## src/rtl/mem_burst_arb_if.sv

```systemverilog
// rtl/mem_burst_arb_if.sv - controller-side burst bus between mem_burst_arb and the DDR controller
//
// Parameters:
//   MEM_DATA_BITS  memory data width
//   ADDR_BITS      burst address width
//
// Signals:
//   mem_wr_burst_req/len/addr/data    arbiter -> controller, granted write burst
//   mem_wr_burst_data_req/finish      controller -> arbiter, write strobes
//   mem_rd_burst_req/len/addr         arbiter -> controller, granted read burst
//   mem_rd_burst_data_valid/data      controller -> arbiter, read data beats
//   mem_rd_burst_finish               controller -> arbiter, read completion
//
// Modports:
//   master  the arbiter side
//   slave   the controller side

interface mem_burst_arb_if #(
    parameter int MEM_DATA_BITS = 64,
    parameter int ADDR_BITS     = 27
) ();
    logic                     mem_wr_burst_req;
    logic [9:0]               mem_wr_burst_len;
    logic [ADDR_BITS-1:0]     mem_wr_burst_addr;
    logic [MEM_DATA_BITS-1:0] mem_wr_burst_data;
    logic                     mem_wr_burst_data_req;
    logic                     mem_wr_burst_finish;

    logic                     mem_rd_burst_req;
    logic [9:0]               mem_rd_burst_len;
    logic [ADDR_BITS-1:0]     mem_rd_burst_addr;
    logic                     mem_rd_burst_data_valid;
    logic [MEM_DATA_BITS-1:0] mem_rd_burst_data;
    logic                     mem_rd_burst_finish;

    modport master (
        output mem_wr_burst_req,
        output mem_wr_burst_len,
        output mem_wr_burst_addr,
        output mem_wr_burst_data,
        input  mem_wr_burst_data_req,
        input  mem_wr_burst_finish,
        output mem_rd_burst_req,
        output mem_rd_burst_len,
        output mem_rd_burst_addr,
        input  mem_rd_burst_data_valid,
        input  mem_rd_burst_data,
        input  mem_rd_burst_finish
    );

    modport slave (
        input  mem_wr_burst_req,
        input  mem_wr_burst_len,
        input  mem_wr_burst_addr,
        input  mem_wr_burst_data,
        output mem_wr_burst_data_req,
        output mem_wr_burst_finish,
        input  mem_rd_burst_req,
        input  mem_rd_burst_len,
        input  mem_rd_burst_addr,
        output mem_rd_burst_data_valid,
        output mem_rd_burst_data,
        output mem_rd_burst_finish
    );
endinterface

```

## src/rtl/mem_burst_arb.sv

```systemverilog
// rtl/mem_burst_arb.sv - round-robin arbiter sharing one burst memory port among video channels
//
// Each of NUM_CH channels contributes a write requester (slot 2k) and a read
// requester (slot 2k+1). One burst is granted at a time; the winner's length
// and address are registered toward the controller, the winner's write data is
// muxed through, and controller strobes are routed back to the winner only.
//
// Ports:
//   mem_clk, rst                 clock and synchronous active-high reset
//   wr_burst_req/len/addr/data   per-channel write requesters (packed)
//   wr_burst_data_req/finish     per-channel write strobes, granted writer only
//   rd_burst_req/len/addr        per-channel read requesters (packed)
//   rd_burst_data_valid/finish   per-channel read strobes, granted reader only
//   rd_burst_data                read data broadcast to all readers
//   mem                          controller bus (mem_burst_arb_if.master)
//   arb_busy                     a grant is outstanding
//   arb_grant                    current or last granted slot
//
// Build option:
//   MEM_BURST_ARB_RD_PRIO_EN     when defined, pending reads beat all writes;
//                                round-robin order applies within each class.

module mem_burst_arb #(
    parameter int  NUM_CH        = 2,
    parameter int  MEM_DATA_BITS = 64,
    parameter int  ADDR_BITS     = 27,
    localparam int NUM_SLOTS     = 2 * NUM_CH,
    localparam int SLOT_BITS     = $clog2(NUM_SLOTS)
) (
    input  logic                            mem_clk,
    input  logic                            rst,

    input  logic [NUM_CH-1:0]               wr_burst_req,
    input  logic [NUM_CH*10-1:0]            wr_burst_len,
    input  logic [NUM_CH*ADDR_BITS-1:0]     wr_burst_addr,
    input  logic [NUM_CH*MEM_DATA_BITS-1:0] wr_burst_data,
    output logic [NUM_CH-1:0]               wr_burst_data_req,
    output logic [NUM_CH-1:0]               wr_burst_finish,

    input  logic [NUM_CH-1:0]               rd_burst_req,
    input  logic [NUM_CH*10-1:0]            rd_burst_len,
    input  logic [NUM_CH*ADDR_BITS-1:0]     rd_burst_addr,
    output logic [NUM_CH-1:0]               rd_burst_data_valid,
    output logic [MEM_DATA_BITS-1:0]        rd_burst_data,
    output logic [NUM_CH-1:0]               rd_burst_finish,

    mem_burst_arb_if.master                 mem,

    output logic                            arb_busy,
    output logic [SLOT_BITS-1:0]            arb_grant
);

    typedef enum logic {
        IDLE = 1'b0,
        BUSY = 1'b1
    } state_t;

    state_t                   state, state_next;
    logic [SLOT_BITS-1:0]     grant_next;
    logic [SLOT_BITS-1:0]     rr_ptr, rr_ptr_next;
    logic [9:0]               len_q, len_next;
    logic [ADDR_BITS-1:0]     addr_q, addr_next;
    logic                     wr_req_q, wr_req_next;
    logic                     rd_req_q, rd_req_next;

    logic [NUM_SLOTS-1:0]     req_vec;
    logic [SLOT_BITS-1:0]     pick_slot;
    logic [9:0]               pick_len;
    logic [ADDR_BITS-1:0]     pick_addr;
    logic                     finish_hit;
    logic [MEM_DATA_BITS-1:0] wr_data_mux;

    // First set bit of reqs at or after ptr, wrapping modulo NUM_SLOTS.
    function automatic logic [SLOT_BITS-1:0] rr_pick(
        input logic [NUM_SLOTS-1:0] reqs,
        input logic [SLOT_BITS-1:0] ptr
    );
        logic [SLOT_BITS-1:0] sel;
        logic [SLOT_BITS-1:0] idx;
        logic                 found;
        sel   = '0;
        found = 1'b0;
        for (int i = 0; i < NUM_SLOTS; i++) begin
            idx = SLOT_BITS'((int'(ptr) + i) % NUM_SLOTS);
            if (!found && reqs[idx]) begin
                sel   = idx;
                found = 1'b1;
            end
        end
        return sel;
    endfunction

    // Slot map plus per-requester strobe routing. Strobes are gated by BUSY
    // so a stray controller strobe while idle never reaches any channel.
    for (genvar k = 0; k < NUM_CH; k++) begin : g_ch
        assign req_vec[2*k]   = wr_burst_req[k];
        assign req_vec[2*k+1] = rd_burst_req[k];

        assign wr_burst_data_req[k]   = arb_busy && (arb_grant == SLOT_BITS'(2*k))
                                        && mem.mem_wr_burst_data_req;
        assign wr_burst_finish[k]     = arb_busy && (arb_grant == SLOT_BITS'(2*k))
                                        && mem.mem_wr_burst_finish;
        assign rd_burst_data_valid[k] = arb_busy && (arb_grant == SLOT_BITS'(2*k+1))
                                        && mem.mem_rd_burst_data_valid;
        assign rd_burst_finish[k]     = arb_busy && (arb_grant == SLOT_BITS'(2*k+1))
                                        && mem.mem_rd_burst_finish;
    end

`ifdef MEM_BURST_ARB_RD_PRIO_EN
    logic [NUM_SLOTS-1:0] rd_reqs;

    for (genvar k = 0; k < NUM_CH; k++) begin : g_rd_mask
        assign rd_reqs[2*k]   = 1'b0;
        assign rd_reqs[2*k+1] = rd_burst_req[k];
    end

    // Display reads must not underflow: any pending read is served first.
    assign pick_slot = (|rd_reqs) ? rr_pick(rd_reqs, rr_ptr) : rr_pick(req_vec, rr_ptr);
`else
    assign pick_slot = rr_pick(req_vec, rr_ptr);
`endif

    always_comb begin
        pick_len  = '0;
        pick_addr = '0;
        for (int k = 0; k < NUM_CH; k++) begin
            if (pick_slot == SLOT_BITS'(2*k)) begin
                pick_len  = wr_burst_len[k*10 +: 10];
                pick_addr = wr_burst_addr[k*ADDR_BITS +: ADDR_BITS];
            end else if (pick_slot == SLOT_BITS'(2*k+1)) begin
                pick_len  = rd_burst_len[k*10 +: 10];
                pick_addr = rd_burst_addr[k*ADDR_BITS +: ADDR_BITS];
            end
        end
    end

    // Write data follows the grant combinationally; zero when a read holds it.
    always_comb begin
        wr_data_mux = '0;
        for (int k = 0; k < NUM_CH; k++) begin
            if (arb_grant == SLOT_BITS'(2*k)) begin
                wr_data_mux = wr_burst_data[k*MEM_DATA_BITS +: MEM_DATA_BITS];
            end
        end
    end

    // Only the finish matching the granted direction ends the burst.
    assign finish_hit = arb_grant[0] ? mem.mem_rd_burst_finish : mem.mem_wr_burst_finish;

    always_ff @(posedge mem_clk) begin
        if (rst) begin
            state     <= IDLE;
            arb_grant <= '0;
            rr_ptr    <= '0;
            len_q     <= '0;
            addr_q    <= '0;
            wr_req_q  <= 1'b0;
            rd_req_q  <= 1'b0;
        end else begin
            state     <= state_next;
            arb_grant <= grant_next;
            rr_ptr    <= rr_ptr_next;
            len_q     <= len_next;
            addr_q    <= addr_next;
            wr_req_q  <= wr_req_next;
            rd_req_q  <= rd_req_next;
        end
    end

    always_comb begin
        state_next  = state;
        grant_next  = arb_grant;
        rr_ptr_next = rr_ptr;
        len_next    = len_q;
        addr_next   = addr_q;
        wr_req_next = wr_req_q;
        rd_req_next = rd_req_q;

        case (state)
            IDLE: begin
                if (|req_vec) begin
                    grant_next  = pick_slot;
                    len_next    = pick_len;
                    addr_next   = pick_addr;
                    wr_req_next = ~pick_slot[0];
                    rd_req_next = pick_slot[0];
                    state_next  = BUSY;
                end
            end
            BUSY: begin
                // Returning through IDLE for one cycle gives the finished
                // requester time to drop its held request before re-arbitration.
                if (finish_hit) begin
                    wr_req_next = 1'b0;
                    rd_req_next = 1'b0;
                    rr_ptr_next = (arb_grant == SLOT_BITS'(NUM_SLOTS-1))
                                  ? '0 : arb_grant + SLOT_BITS'(1);
                    state_next  = IDLE;
                end
            end
            default: state_next = IDLE;
        endcase
    end

    assign arb_busy              = (state == BUSY);
    assign rd_burst_data         = mem.mem_rd_burst_data;

    assign mem.mem_wr_burst_req  = wr_req_q;
    assign mem.mem_wr_burst_len  = len_q;
    assign mem.mem_wr_burst_addr = addr_q;
    assign mem.mem_wr_burst_data = wr_data_mux;
    assign mem.mem_rd_burst_req  = rd_req_q;
    assign mem.mem_rd_burst_len  = len_q;
    assign mem.mem_rd_burst_addr = addr_q;

endmodule
```

## src/flat_wrapper.sv

```systemverilog
// flat-port wrapper written by rule: the top's interface ports become plain ports
module mem_burst_arb_flat 
#(
    parameter int  NUM_CH        = 2,
    parameter int  MEM_DATA_BITS = 64,
    parameter int  ADDR_BITS     = 27,
    localparam int NUM_SLOTS     = 2 * NUM_CH,
    localparam int SLOT_BITS     = $clog2(NUM_SLOTS)
)
  (mem_clk, rst, wr_burst_req, wr_burst_len, wr_burst_addr, wr_burst_data, wr_burst_data_req, wr_burst_finish, rd_burst_req, rd_burst_len, rd_burst_addr, rd_burst_data_valid, rd_burst_data, rd_burst_finish, arb_busy, arb_grant, mem_mem_wr_burst_req, mem_mem_wr_burst_len, mem_mem_wr_burst_addr, mem_mem_wr_burst_data, mem_mem_wr_burst_data_req, mem_mem_wr_burst_finish, mem_mem_rd_burst_req, mem_mem_rd_burst_len, mem_mem_rd_burst_addr, mem_mem_rd_burst_data_valid, mem_mem_rd_burst_data, mem_mem_rd_burst_finish);
  mem_burst_arb_if #(.MEM_DATA_BITS(MEM_DATA_BITS), .ADDR_BITS(ADDR_BITS)) mem_i ();
  input  logic mem_clk;
  input  logic rst;
  input  logic [NUM_CH-1:0] wr_burst_req;
  input  logic [NUM_CH*10-1:0] wr_burst_len;
  input  logic [NUM_CH*ADDR_BITS-1:0] wr_burst_addr;
  input  logic [NUM_CH*MEM_DATA_BITS-1:0] wr_burst_data;
  output logic [NUM_CH-1:0] wr_burst_data_req;
  output logic [NUM_CH-1:0] wr_burst_finish;
  input  logic [NUM_CH-1:0] rd_burst_req;
  input  logic [NUM_CH*10-1:0] rd_burst_len;
  input  logic [NUM_CH*ADDR_BITS-1:0] rd_burst_addr;
  output logic [NUM_CH-1:0] rd_burst_data_valid;
  output logic [MEM_DATA_BITS-1:0] rd_burst_data;
  output logic [NUM_CH-1:0] rd_burst_finish;
  output logic arb_busy;
  output logic [SLOT_BITS-1:0] arb_grant;
  output wire logic [$bits(mem_i.mem_wr_burst_req)-1:0] mem_mem_wr_burst_req;
  output wire logic [$bits(mem_i.mem_wr_burst_len)-1:0] mem_mem_wr_burst_len;
  output wire logic [$bits(mem_i.mem_wr_burst_addr)-1:0] mem_mem_wr_burst_addr;
  output wire logic [$bits(mem_i.mem_wr_burst_data)-1:0] mem_mem_wr_burst_data;
  input wire logic [$bits(mem_i.mem_wr_burst_data_req)-1:0] mem_mem_wr_burst_data_req;
  input wire logic [$bits(mem_i.mem_wr_burst_finish)-1:0] mem_mem_wr_burst_finish;
  output wire logic [$bits(mem_i.mem_rd_burst_req)-1:0] mem_mem_rd_burst_req;
  output wire logic [$bits(mem_i.mem_rd_burst_len)-1:0] mem_mem_rd_burst_len;
  output wire logic [$bits(mem_i.mem_rd_burst_addr)-1:0] mem_mem_rd_burst_addr;
  input wire logic [$bits(mem_i.mem_rd_burst_data_valid)-1:0] mem_mem_rd_burst_data_valid;
  input wire logic [$bits(mem_i.mem_rd_burst_data)-1:0] mem_mem_rd_burst_data;
  input wire logic [$bits(mem_i.mem_rd_burst_finish)-1:0] mem_mem_rd_burst_finish;
  assign mem_mem_wr_burst_req = mem_i.mem_wr_burst_req;
  assign mem_mem_wr_burst_len = mem_i.mem_wr_burst_len;
  assign mem_mem_wr_burst_addr = mem_i.mem_wr_burst_addr;
  assign mem_mem_wr_burst_data = mem_i.mem_wr_burst_data;
  assign mem_i.mem_wr_burst_data_req = mem_mem_wr_burst_data_req;
  assign mem_i.mem_wr_burst_finish = mem_mem_wr_burst_finish;
  assign mem_mem_rd_burst_req = mem_i.mem_rd_burst_req;
  assign mem_mem_rd_burst_len = mem_i.mem_rd_burst_len;
  assign mem_mem_rd_burst_addr = mem_i.mem_rd_burst_addr;
  assign mem_i.mem_rd_burst_data_valid = mem_mem_rd_burst_data_valid;
  assign mem_i.mem_rd_burst_data = mem_mem_rd_burst_data;
  assign mem_i.mem_rd_burst_finish = mem_mem_rd_burst_finish;
  mem_burst_arb #(.NUM_CH(NUM_CH), .MEM_DATA_BITS(MEM_DATA_BITS), .ADDR_BITS(ADDR_BITS)) u_core (.mem_clk(mem_clk), .rst(rst), .wr_burst_req(wr_burst_req), .wr_burst_len(wr_burst_len), .wr_burst_addr(wr_burst_addr), .wr_burst_data(wr_burst_data), .wr_burst_data_req(wr_burst_data_req), .wr_burst_finish(wr_burst_finish), .rd_burst_req(rd_burst_req), .rd_burst_len(rd_burst_len), .rd_burst_addr(rd_burst_addr), .rd_burst_data_valid(rd_burst_data_valid), .rd_burst_data(rd_burst_data), .rd_burst_finish(rd_burst_finish), .mem(mem_i), .arb_busy(arb_busy), .arb_grant(arb_grant));
endmodule
```

## config.mk

```make
export PLATFORM = sky130hd
export DESIGN_NAME = mem_burst_arb_flat
export DESIGN_NICKNAME = d
export VERILOG_FILES = /design/src/rtl/mem_burst_arb_if.sv /design/src/rtl/mem_burst_arb.sv /design/src/flat_wrapper.sv
export SDC_FILE = /design/constraint.sdc
export NUM_CORES = 1
export LEC_CHECK = 0
export ABC_AREA = 1
export CAP_MARGIN = 25
export CORE_AREA = 8 8 216 218
export CTS_CLUSTER_DIAMETER = 30
export DETAILED_ROUTE_END_ITERATION = 6
export DIE_AREA = 0 0 224 226
export PLACE_DENSITY = 0.37
export SETUP_SLACK_MARGIN = 0.1
export SYNTH_ARGS = -nofsm -noshare
export SYNTH_HDL_FRONTEND = slang
export SYNTH_SLANG_ARGS = --single-unit
export TNS_END_PERCENT = 5
```

## constraint.sdc

```tcl
create_clock -name mem_clk -period 5.2 [get_ports mem_clk]
set_input_delay 1.04 -clock mem_clk [delete_from_list [all_inputs] [get_ports mem_clk]]
set_output_delay 1.04 -clock mem_clk [all_outputs]
set_load 0.03 [all_outputs]
```

## After elaboration in Yosys (flattened, before gate mapping)

Cells that the tools add are included.

| cells by class | value |
|---|---|
| add/subtract/negate cells | 4 |
| $mul | 0 |
| div/mod/pow operators | 0 |
| magnitude comparators | 4 |
| equality and inequality tests | 8 |
| shift-type cells | 0 |
| mux-type cells | 35 |
| bitwise operators | 2 |
| reductions and logical operators | 24 |

Operators by type and width:

| kind | count |
|---|---|
| $mux W64 | 2 |
| $mux W27 | 4 |
| $mux W10 | 4 |
| $logic_and A1 B1 Y1 | 15 |
| $mux W1 | 13 |
| $lt A2 B3 Y1 const B | 4 |
| $mux W2 | 5 |
| $bmux W1 S2 | 4 |
| $eq A2 B2 Y1 const B | 4 |
| $pmux W1 S2 | 3 |
| $reduce_and A2 Y1 | 3 |
| $add A2 B1 Y2 const B | 2 |
| $add A2 B2 Y2 const B | 2 |
| $eq A2 B1 Y1 const B | 2 |
| $logic_not A2 Y1 | 2 |
| $reduce_or A4 Y1 | 1 |
| $logic_not A1 Y1 | 3 |
| $ne A2 B1 Y1 const B | 1 |
| $ne A2 B2 Y1 const B | 1 |
| $not A1 Y1 | 2 |

| storage, ports and cells | value |
|---|---|
| register bits | 44 |
| latch bits | 0 |
| bits in writable memories | 0 |
| ROM bits | 0 |
| bits of input ports | 350 |
| output and inout bits | 215 |
| word-level logic and storage cells | 84 |
| memories | 0 |

## Logic depth before layout (Yosys ltp)

| depth | value |
|---|---|
| depth in word-level cells | 17 |
| mapped depth | 16 |
| mapped depth without buffers | 16 |

## Worst setup path before layout

OpenSTA, ideal clock, no wires.

| path | value |
|---|---|
| kind | register to output |
| from | register u_core.arb_grant[0] |
| to | output port mem_mem_wr_burst_data[23] |
| arrival time | 1.868 ns |
| required time | 4.160 ns |
| slack | 2.292 ns |
| cell stages (with the launch flop) | 8 |
| cells stage by stage | dfxtp_1 > inv_1 > ha_1 > inv_1 > clkbuf_1 > clkbuf_1 > nand3_1 > nand2_1 |

| between the ends | value |
|---|---|
| word-level cells in the longest chain between the ends | 3 |
| elaborated cells on any way between the ends | 4 |

Ends and longest elaborated chain:

| element | RTL line | RTL |
|---|---|---|
| start, declared | mem_burst_arb.sv:50 | `output logic [SLOT_BITS-1:0] arb_grant` |
| start signal, assigned | mem_burst_arb.sv:161 | `arb_grant <= grant_next;` |
| $logic_not A2 Y1 | mem_burst_arb.sv:141 | `if (arb_grant == SLOT_BITS'(2*k)) begin` |
| $mux W64 | mem_burst_arb.sv:141 |  |
| $mux W64 * | mem_burst_arb.sv:141 |  |
| end, declared | flat_wrapper.sv:31 | `output wire logic [$bits(mem_i.mem_wr_burst_data)-1:0] mem_mem_wr_burst_data;` |

Mark *: on every way between the ends. The rest lies on a longest branch, timed or not.

## Worst setup path after layout

| path | value |
|---|---|
| from | register u_core.arb_grant[0] |
| to | output port mem_mem_wr_burst_data[26] |

Same word-level chain as after synthesis.

==> impl_metrics.csv <==
group,metric,value,unit
sta,layout_min_cycle_time,4.021,ns
clock_tree,cts-resized-gates,0,
detailed_routing,drtIter0Drc,310,
sta,setup_viol,0,
worst_setup_path,crit_fanout,39,
run_status,status,"completed",
global_routing,grt_max_degree,66,
pwr,power,3.637,mW
worst_setup_path,worst_setup_path_start_kind,"flop",
floorplanning,core,43450,um^2
clock_tree,cts_made_buffers,5,
place,gp_congestion,0.8495,
global_routing,grt_overflow,0,
yosys,syn_area_per_cell,5.637,um^2
place,hpwl,30850,um
yosys,yosysSeqAreaShare,17.10,%
clock_tree,cts_tree,"built",
layout,syn_to_final_growth,83.46,%
yosys,synth_top_area_share,25.21,%
job,drv_cap,0,
worst_hold_path,whs_path_depth,2,
global_routing,grtUsageTotal,13.75,%
yosys,yosysWarningCount,0,
place,io_buffers,436,
detailed_routing,drtAntennaViolNets,0,
floorplanning,pin_count,565,
yosys,synth_nets,1268,
yosys,yosysMostFrequentCell,"nand2_1",
clock_tree,cts-root-buf,"clkbuf_16",
pwr,p_sw,1.970,mW
sta,grt_setup_unrepaired,"no",
sta,tns,0,ns
clock_tree,path_clk_slew,0.07,ns
worst_setup_path,critical_path_class,"flop to output port",
detailed_routing,drt-pass1-iter-count,4,
clock_tree,postCtsHoldBufs,0,
clock_tree,htree_levels,2,
sta,slew_headroom,47.76,%
detailed_routing,wl_per_cell,20.42,um
detailed_routing,dr_total_vias,6908,
clock_tree,cts_max_path_buffers,2,
sta,drv_slew,0,
yosys,synth_flop_cell,"dfxtp_1",
detailed_routing,vias_per_cell,3.817,
worst_setup_path,worst_ep_arrival_time,2.98,ns
pwr,ir_drop,0.0001198,V
sta,finalHoldViolations,0,
pwr,seq_power_share,14.4,%
sta,fmax,248.7,MHz
yosys,synth_edf_count,0,
worst_setup_path,r2r_cells,14,
pwr,intPower,1.666,mW
global_routing,grt_pass1_vias,7205,
floorplanning,placementRows,77,
pwr,leakage,3.995,nW
floorplanning,die-area,50620,um^2
yosys,synth_top_area_cell,"nand2_1",
yosys,synth_cell_types,30,
sta,fin_skew,0.009604,ns
worst_setup_path,crit_path_end_kind,"output port",
pwr,power_density,384.7,nW/um^2
pwr,power_frac_comb,75.7,%
floorplanning,die_w,224,um
yosys,synthCells,914,
pwr,pwr-share-clk,9.9,%
yosys,async_flop_share,0,%
layout,layout-drive-gt1-share,5.761,%
clock_tree,post_cts_buffers,0,
detailed_routing,drc,0,
global_routing,grt_antenna_before_repair,13,
global_routing,grt_pass1_wl,50630,um
clock_tree,cts.sinks,44,
worst_setup_path,cp.required,4.16,ns
floorplanning,die_h,226,um
yosys,netlist_area,5152,um^2
yosys,ys_seq_elements,44,
sta,min_period_over_period,77.32,%
detailed_routing,wirelength,36970,um
pwr,switching_share,54.18,%
sta,worst_pin_slew,0.7835,ns
floorplanning,initial_core_util,11.86,%
clock_tree,clk_latency,0.31,ns
yosys,yosys-top-cells-area,"nand2_1 (25%), dfxtp_1 (17%), buf_4 (15%)",
worst_hold_path,hold_path.class,"flop to flop",
yosys,synth_common_cells,"nand2_1 (346), nand3_1 (148), buf_4 (106)",
layout,fin_nets,1568,
layout by cell type (no fill, tap or decap), drive strengths merged:
master,netlist,routed
nor2,69,69
nand4,7,7
nand3,152,152
a211oi,1,1
o22ai,1,1
o21ai,7,7
dfxtp,44,44
diode,0,3
nor3,8,8
buf,124,14
clkbuf,32,7
nand2,351,351
a21oi,43,43
clkinv,1,1
ha,4,4
clkinvlp,0,1
clkdlybuf4s50,0,435
a31oi,1,1
nor4,1,1
inv,68,68
layout make-up:
| cell class | instances | area [um^2] |
|---|---|---|
| fillers | 4951 | 34000 |
| multi-input cells | 645 | 2958 |
| repair buffers | 449 | 4457 |
| diodes | 3 | 7.507 |
| well taps | 592 | 740.7 |
| clock buffers | 7 | 142.6 |
| clock inverters | 1 | 7.507 |
| flip-flops and latches | 44 | 880.8 |
| inverters | 69 | 259.0 |
power groups by stage:
stage          Combinational (mW)  Sequential [mW]  Clock [mW]
2_1_floorplan                1.66            0.665           0
3_5_place_dp                 2.82            0.536           0
4_1_cts                      2.83            0.532       0.391
3_3_place_gp                 2.82            0.536           0
6_report                     2.75            0.524       0.360
5_1_grt                      2.99            0.541       0.395
worst max-delay path, stage by stage (launching register included):
cell,delay [ns]
dfxtp_1,0.46
inv_1,0.15
ha_2,0.22
inv_2,0.51
buf_4,0.33
nand3_1,0.09
nand2_1,0.17
clkdlybuf4s50_1,0.73
logic make-up after synthesis:
family | share of synthesized area (%)
flip-flops | 17.10
adder cells (fa/ha/maj) | 0.9714
buffers and inverters | 25.60
AND/OR/NAND/NOR | 48.69
AO/OA/AOI/OAI | 7.649
worst paths after layout:
kind                                    start                              end  slack [ns]
setup / recovery          u_core.arb_grant[0]        mem_mem_wr_burst_data[26]        1.18
hold / removal    u_core.mem.mem_rd_burst_req      u_core.mem.mem_rd_burst_req        0.49
setup reg to reg             u_core.rr_ptr[0]  u_core.mem.mem_rd_burst_addr[3]        1.94
hold reg to reg   u_core.mem.mem_rd_burst_req      u_core.mem.mem_rd_burst_req        0.49
state kept, by name, indices dropped and copies added (netlist names):
register                      flops
u_core.mem.mem_rd_burst_addr     27
u_core.mem.mem_rd_burst_req       1
u_core.arb_grant                  2
u_core.mem.mem_rd_burst_len      10
u_core.rr_ptr                     2
u_core.arb_busy                   1
u_core.mem.mem_wr_burst_req       1
through the flow:
step	worst slack (ns)	instances	hold WS, ns	cell area, um^2	util [%]
3_3_place_gp	1.087	1799	0.4808	9295	21.39
6_report	1.179	1810	0.4927	9453	21.76
5_1_grt	0.9429	1810	0.5210	9453	21.76
3_5_place_dp	1.076	1799	0.4840	9295	21.39
2_1_floorplan	2.292	914	0.5375	5152	-
4_1_cts	1.061	1807	0.4948	9445	21.74
metal layers:
metal	part of all wire, %	routed length [um]	global-route usage (%)	up-vias
met5	0.19	71	0	-
met4	3.0	1103	5.034	10
met3	10	3807	6.194	62
met2	49	18090	24.58	371
met1	38	13890	14.03	3103
li1	-	-	-	3362
(Power assumes the default switching activity.)
